### config.mk
export PLATFORM = sky130hd
export DESIGN_NAME = mem_port_arb
export DESIGN_NICKNAME = d
export VERILOG_FILES = /design/src/rtl/mem_port_arb.sv
export SDC_FILE = /design/constraint.sdc
export NUM_CORES = 1
export LEC_CHECK = 0
export ABC_CLOCK_PERIOD_IN_PS = 2600
export CORE_AREA = 4 4 104 106
export DETAILED_ROUTE_END_ITERATION = 16
export DIE_AREA = 0 0 108 110
export PLACE_DENSITY = 0.57
export SYNTH_ARGS = -nofsm -noshare
export SYNTH_HDL_FRONTEND = slang
export SYNTH_SLANG_ARGS = --single-unit
### constraint.sdc
create_clock -name clk -period 2.6 [get_ports clk]
set_clock_uncertainty 0.2 [all_clocks]
set_input_delay 0.52 -clock clk [delete_from_list [all_inputs] [get_ports clk]]
set_output_delay 0.52 -clock clk [all_outputs]
set_load 0.01 [all_outputs]
### src/rtl/mem_port_arb.sv
// mem_port_arb: arbitrates an instruction-fetch port and a load/store port
// onto one shared single-cycle-latency memory port.
// Optional feature macro: MEM_ARB_RR_EN (round-robin contention instead of
// data-first priority with fetch-starvation override).
module mem_port_arb (
    input  logic        clk,
    input  logic        rst,
    input  logic        if_req,
    input  logic [31:0] if_addr,
    output logic        if_gnt,
    output logic        if_rvalid,
    output logic [31:0] if_rdata,
    input  logic        d_req,
    input  logic        d_we,
    input  logic [31:0] d_addr,
    input  logic [31:0] d_wdata,
    input  logic [3:0]  d_be,
    output logic        d_gnt,
    output logic        d_rvalid,
    output logic [31:0] d_rdata,
    output logic        mem_en,
    output logic        mem_we,
    output logic [31:0] mem_addr,
    output logic [31:0] mem_wdata,
    output logic [3:0]  mem_be,
    input  logic [31:0] mem_rdata,
    output logic        stall
);

    localparam int unsigned DW = 32;
    localparam int unsigned BW = 4;

    typedef enum logic [1:0] {
        IDLE  = 2'd0,
        RD_IF = 2'd1,
        RD_D  = 2'd2
    } state_t;

    state_t state, state_nxt;
    logic   if_wins;

`ifdef MEM_ARB_RR_EN
    logic if_turn, if_turn_nxt;
`else
    localparam int unsigned SW = 2;
    localparam logic [SW-1:0] STARVE_MAX = SW'(3);
    logic [SW-1:0] starve_cnt, starve_cnt_nxt;
`endif

    // State register: read owner plus contention-resolution state
    always_ff @(posedge clk) begin
        if (rst) begin
            state <= IDLE;
`ifdef MEM_ARB_RR_EN
            if_turn <= 1'b0;
`else
            starve_cnt <= '0;
`endif
        end else begin
            state <= state_nxt;
`ifdef MEM_ARB_RR_EN
            if_turn <= if_turn_nxt;
`else
            starve_cnt <= starve_cnt_nxt;
`endif
        end
    end

    // Grant decision, memory port steering, next read owner and read return
    always_comb begin
        if_gnt    = 1'b0;
        d_gnt     = 1'b0;
        mem_en    = 1'b0;
        mem_we    = 1'b0;
        mem_addr  = '0;
        mem_wdata = '0;
        mem_be    = '0;
        state_nxt = IDLE;

`ifdef MEM_ARB_RR_EN
        if_wins     = if_turn;
        if_turn_nxt = if_turn;
`else
        if_wins        = (starve_cnt == STARVE_MAX);
        starve_cnt_nxt = '0;
`endif

        if (!rst) begin
            if (if_req && d_req) begin
                if_gnt = if_wins;
                d_gnt  = ~if_wins;
            end else begin
                if_gnt = if_req;
                d_gnt  = d_req;
            end
        end

        if (if_gnt) begin
            mem_en    = 1'b1;
            mem_addr  = if_addr;
            state_nxt = RD_IF;
        end else if (d_gnt) begin
            mem_en    = 1'b1;
            mem_we    = d_we;
            mem_addr  = d_addr;
            mem_wdata = d_wdata;
            mem_be    = d_be;
            state_nxt = d_we ? IDLE : RD_D;
        end

`ifdef MEM_ARB_RR_EN
        // Loser of this contention gets the next one
        if (if_req && d_req) begin
            if_turn_nxt = d_gnt;
        end
`else
        if (if_req && !if_gnt) begin
            starve_cnt_nxt = (starve_cnt == STARVE_MAX) ? starve_cnt
                                                         : starve_cnt + SW'(1);
        end
`endif

        // A read in flight is dropped if reset arrives before its return
        if_rvalid = (state == RD_IF) && !rst;
        d_rvalid  = (state == RD_D) && !rst;
        if_rdata  = if_rvalid ? mem_rdata : DW'(0);
        d_rdata   = d_rvalid  ? mem_rdata : DW'(0);

        stall = (if_req && !if_gnt) || (d_req && !d_gnt);
    end

    localparam logic [BW-1:0] BE_UNUSED = '0;
    // Keeps BW referenced for byte-enable sizing consistency
    if (BW != 4 || BE_UNUSED != 4'h0) begin : g_bw_check
        $error("mem_port_arb: byte-enable width must be 4");
    end

endmodule

==> metrics.cfg, run 1 <==
[die]
dieWidth_um = 108
initial_utilization_pct = 12.5
io_pins = 276
placementRows = 36
die_area_um2 = 11900
fp.dieH_um = 110
core_um2 = 9770

[synthesis]
synth.net_count = 310
yosysWarnings = 0
synthArstFlopShare_pct = 0
synth_cell_types = 21
synth_edf_count = 0
synth_ff_type = dfxtp_1
synth_cells = 171
yosysSeqAreaShare_pct = 6.56
syn_avg_cell_area_um2 = 7.13
synth_most_common_cell = and2_1
ys_seq_elements = 4
synthTopCellsByArea = and2_1 (52%), a22o_1 (23%), dfxtp_1 (6.6%)
netlist.area_leader.share_pct = 51.8
synth_area_um2 = 1220
synth.largest_area_cell = and2_1
synth_commonest_cells = and2_1 (101), a22o_1 (32), clkbuf_1 (8)

[setup_path]
cp_data_required_time_ns = 1.88
crit_fanout = 6
worstSetupPathType = in2out
cp-start-kind = input pin
crit_arrival_ns = 1.81
endpoint_kind = output port
r2r_slack_ns = 1.35

[drt]
first_pass_iters = 4
drt_iter0_markers = 59
wl_per_cell_um = 16.3
ant_nets = 0
drcViolationCount = 0
wl_mm = 9.66
viasPerCell = 3.96
vias = 2351

[global_route]
grt_max_degree = 25
grt_pass1_vias = 2434
grt_usage_pct = 14.9
grt_pass1_wl_mm = 13.5
antenna_found_initial = 0
gr-total-overflow = 0

[place]
detailedPlace.worstSlack_ns = -0.487
dp_hpwl_mm = 7.68
io_buffers = 275
post_dp_cell_area_um2 = 4200
place_congestion = 0.816

[clock_tree]
cts-buffers-inserted = 3
cts_max_level = 1
cts_tree = yes
clock_path_buffers = 2
clock_latency_ns = 0.22
clkTransAtPathRegs_ns = 0.03
ctsHoldBuffers = 0
clockRootBuffer = clkbuf_8
clock-sinks = 4

[outcome]
status = finished clean

[sta]
worst_slew_margin_rel_pct = 83.3
grt_setup_unrepaired = false
fmax_mhz = 395
setup_slack_ns = 0.0674
finalCritPeriodShare_pct = 97.4
setup_viol = 0
worst_pin_slew_ns = 0.251
drv_slew = 0
finalWorstPathRequiredPeriod_ns = 2.53
hold_viol_final = 0

[layout]
diodes = 0
drive_above_1_share_pct = 20.4
fin_area_um2 = 4170
area_growth_pct = 242
final_nets = 601

[min_path]
hold_path_class = reg2reg

[power_and_ir_drop]
p_per_area_nw_per_um2 = 165
ir_drop_mv = 0.0924
leakagePower_uw = 0.00215
finalPower_uw = 688

[job]
maxCapViolCount = 0

-- metal layers --
layer,share of wire [%],GRT usage [%]
met1,35,15.1
met2,53,28.5
met3,11,5.53
met4,1.5,4.24
met5,0,0
-- final timing paths --
| check | to | start | cells past startpoint |
|---|---|---|---|
| max | mem_addr[16] | rst | 8 |
| min | starve_cnt[0] | starve_cnt[0] | 1 |
| max reg2reg | state[1] | starve_cnt[0] | 4 |
| min reg2reg | starve_cnt[0] | starve_cnt[0] | 1 |
-- repair_timing --
| action | in CTS | in global routing |
|---|---|---|
| pin swaps | 6 | 1 |
| endpoints found under the setup margin | 139 | 66 |
| buffers inserted | 9 | 1 |
| gates cloned | 6 | 0 |
| resized for setup | 217 | 78 |
-- through the flow --
step / hold slack [ns] / TNS (ns) / std cells / util, %
after floorplan: 0.237 / 0 / 171 / -
after global placement: 0.242 / -56.83 / 574 / 43.0
after detailed placement: 0.265 / -57.06 / 574 / 43.0
after CTS: 0.228 / -0.0185 / 592 / 44.2
after global routing: 0.256 / 0 / 593 / 42.6
final: 0.227 / 0 / 593 / 42.6
-- cell families (layout without fill, tap and decap cells) --
kind of cell / Yosys count / in the layout / share of synthesized area, %
flip-flops: 4 / 4 / 6.56
AO/OA/AOI/OAI: 37 / 37 / 27.2
adder cells (fa/ha/maj): 2 / 2 / 2.05
buffers and inverters: 19 / 308 / 7.38
AND/OR/NAND/NOR: 109 / 109 / 56.8
-- cell type report --
cell class | count | area [um^2]
tap | 133 | 166
fill | 1057 | 5610
sequential | 4 | 81.3
inverter | 3 | 11.3
multi-input combinational | 148 | 1080
timing repair buffer | 302 | 2790
clock buffer | 3 | 41.3
-- power breakdown --
part	internal, uW	switching [uW]	total [uW]	leakage (uW)
combinational	325	167	492	0.00210
sequential	64.1	2.09	66.2	0.0000331
clock	98.6	31.7	130	0.0000216
-- state kept, by name, summed over array words and instances, names as in the netlist --
name        cells
state           2
starve_cnt      2
-- worst max-delay path, stage by stage --
cell	delay (ns)
dlygate4sd2_1	0.27
nand2b_4	0.16
nor2_4	0.12
buf_6	0.10
buf_6	0.11
bufbuf_16	0.26
a22o_1	0.13
buf_2	0.13
-- layout by cell type (no fill, tap or decap), types with 2 or more instances in the layout --
| cell type | instances |
|---|---|
| buf_6 | 4 |
| a22o_1 | 32 |
| inv_1 | 3 |
| clkdlybuf4s15_1 | 11 |
| ha_2 | 2 |
| clkbuf_8 | 3 |
| dfxtp_1 | 3 |
| clkbuf_2 | 42 |
| nor3b_4 | 2 |
| buf_16 | 5 |
| buf_4 | 12 |
| clkdlybuf4s50_1 | 133 |
| and2_1 | 101 |
| buf_12 | 4 |
| dlygate4sd2_1 | 75 |
| buf_2 | 13 |
Power figures use the tool's default switching activity.
==> run 2, diff against run 1 <==
- ABC_CLOCK_PERIOD_IN_PS: 2600 -> 2100
- PLACE_DENSITY: 0.57 -> 0.6
- SLEW_MARGIN: default -> 20
- clock period: 2.6 -> 2.1 ns (I/O delays scaled with it)
==> run 2 against run 1 <==
  * Cell area up 8.3%
  * The flow now finishes with violations (negative setup slack)
  * Combinational power up 43%
  * Critical path depth unchanged
  * Setup slack worse by 0.30 ns
  * Cell count up 2.7%
  * Critical endpoint is now mem_addr[27]
  * Sequential share of layout area about the same
  * Count of clock-buffer cells in the layout unchanged
  * Global-route usage up 0.65 points
  * Largest cell class unchanged
  * Non-clock buffer count up 16
  * Total power up 36%
  * Critical path type is now reg2out
  * Register-to-register slack worse by 0.54 ns
  * First-iteration DRC count up 5.1%
==> metrics.cfg, run 2 (synthesis gave the netlist of run 1 again) <==
[outcome]
status = finished, violations left
violations = negative setup slack

[clock_tree]
clock_path_buffers = 2  ; unchanged
cts_tree = yes
cts_max_level = 1  ; unchanged
clockRootBuffer = clkbuf_8
clock-sinks = 4  ; unchanged
ctsHoldBuffers = 0  ; unchanged
clkTransAtPathRegs_ns = 0.03  ; about the same
cts-buffers-inserted = 3  ; unchanged
clock_latency_ns = 0.21  ; about the same

[die]
placementRows = 36  ; unchanged
die_area_um2 = 11900  ; unchanged
initial_utilization_pct = 12.5  ; unchanged
fp.dieH_um = 110  ; unchanged
dieWidth_um = 108  ; unchanged
io_pins = 276  ; unchanged
core_um2 = 9770  ; unchanged

[setup_path]
cp_data_required_time_ns = 1.48  ; -0.40 ns
worst_r2r_endpoint = starve_cnt[0]
path_buf_inv = 5  ; unchanged
cp_common_cell = buf_6
reg2regPathDepth = 3  ; -1
crit_arrival_ns = 1.71  ; -0.10 ns
endpoint = mem_addr[27]
critPathTopFamily = buffers and inverters
crit_path_start = starve_cnt[1]
cp_slowest_cell = dfxtp_4
endpoint_kind = output port
worst-path-stages = 8  ; unchanged
crit_chain = ha_4 -> inv_2 -> a211oi_4 -> buf_6 -> buf_6 -> clkbuf_16 -> a22o_1 -> buf_2
cp-start-kind = flop
r2r_start = starve_cnt[0]
crit_fanout = 7  ; +1
worstSetupPathType = reg2out
r2r_slack_ns = 0.81  ; -0.54 ns
slowest_delay_ns = 0.36  ; +0.09 ns

[global_route]
grt_pass1_wl_mm = 14.2  ; +5.3%
gr-total-overflow = 0  ; unchanged
grt_usage_pct = 15.6  ; +0.65 points
grt_pass1_vias = 2646  ; +8.7%
grt_max_degree = 17  ; -32%
antenna_found_initial = 0  ; unchanged

[drt]
viasPerCell = 4.09  ; +3.3%
wl_mm = 10.5  ; +8.5%
first_pass_iters = 4  ; unchanged
ant_nets = 0  ; unchanged
drcViolationCount = 0  ; unchanged
wl_per_cell_um = 17.2  ; +5.7%
vias = 2493  ; +6.0%
drt_iter0_markers = 62  ; +5.1%

[layout]
drive_above_1_share_pct = 46.8  ; +26 points
final_common_cell = clkdlybuf4s50_1
final_nets = 617  ; +2.7%
final_util_pct = 46.2  ; +3.5 points
fin_area_um2 = 4510  ; +8.3%
top_regs = starve_cnt x2, state x2
area_growth_pct = 270
fillers = 1002  ; -5.2%
regArea_um2 = 87.6  ; +7.7%
multi_input_area_um2 = 1190  ; +9.6%
final_cell_mix = clkdlybuf4s50_1 (133), buf_2 (87), and2_1 (78), buf_6 (48), a22o_1 (31)
diodes = 0  ; unchanged

[min_path]
hold_path_class = in2reg

[place]
detailedPlace.worstSlack_ns = -0.863  ; -0.376 ns
post_dp_cell_area_um2 = 4210  ; +0.18%
io_buffers = 275  ; unchanged
dp_hpwl_mm = 7.92  ; +3.0%
place_congestion = 0.813  ; -0.38%

[sta]
setup_viol = 69  ; +69
worst_pin_slew_ns = 0.284  ; +0.0336 ns
worst_slew_margin_rel_pct = 80.9  ; -2.4 points
drv_slew = 0  ; unchanged
setup_slack_ns = -0.228  ; -0.295 ns
grt_setup_unrepaired = true
hold_viol_final = 0  ; unchanged
finalWorstPathRequiredPeriod_ns = 2.33
finalCritPeriodShare_pct = 111
holdWs_ns = 0.181  ; -0.0459 ns
fmax_mhz = 430

[job]
maxCapViolCount = 0  ; unchanged

[power_and_ir_drop]
leakagePower_uw = 0.00219  ; +1.7%
p_per_area_nw_per_um2 = 208  ; +26%
ir_drop_mv = 0.122  ; +32%

[run 2: worst min path at each step]
stage | from | end | cells after the start
6_report | rst | state[0] | 2
5_1_grt | rst | state[0] | 2
4_1_cts | rst | state[0] | 2
3_5_place_dp | starve_cnt[0] | starve_cnt[0] | 1
3_3_place_gp | starve_cnt[0] | starve_cnt[0] | 1
2_1_floorplan | starve_cnt[0] | starve_cnt[0] | 1
[run 2: area by class of cell]
type / instances / area share [%]
Timing Repair Buffer: 318 / 66.9
Multi-Input combinational cell: 148 / 26.3
Tap cell: 133 / 3.69
Sequential cell: 4 / 1.94
Clock buffer: 3 / 0.915
Inverter: 3 / 0.250
[run 2: repair_timing]
action	4_1_cts	5_1_grt
setup buffers	14	5
resized for setup	557	97
gates cloned	11	5
pin swaps	12	32
endpoints found under the setup margin	139	123
[run 2: report_power, final]
group / switching (uW) / internal, uW / total, uW
Clock: 35.0 / 122 / 157
Sequential: 3.11 / 77.4 / 80.5
Combinational: 231 / 471 / 702
[run 2: worst reg2reg max path, stage by stage (launching register included)]
cell,delay (ns)
dfxtp_4,0.35
ha_4,0.17
buf_4,0.13
nor4_1,0.31
[run 2: metal layers]
metal | vias to the layer above | share of wire (%) | track usage [%] | routed length (um)
met5 | - | 0 | 0 | 0
met4 | 0 | 1.4 | 2.89 | 146
met3 | 12 | 11 | 5.82 | 1130
met2 | 150 | 55 | 31.1 | 5720
met1 | 1136 | 33 | 15.3 | 3490
li1 | 1195 | - | - | -
[run 2: through the flow]
stage / cells / setup TNS [ns] / total power (uW)
after floorplan: 171 / 0 / 243
after global placement: 575 / -104.57 / 716
after detailed placement: 575 / -107.08 / 720
after CTS: 603 / -14.19 / 898
after global routing: 609 / -16.60 / 994
final: 609 / -10.76 / 939
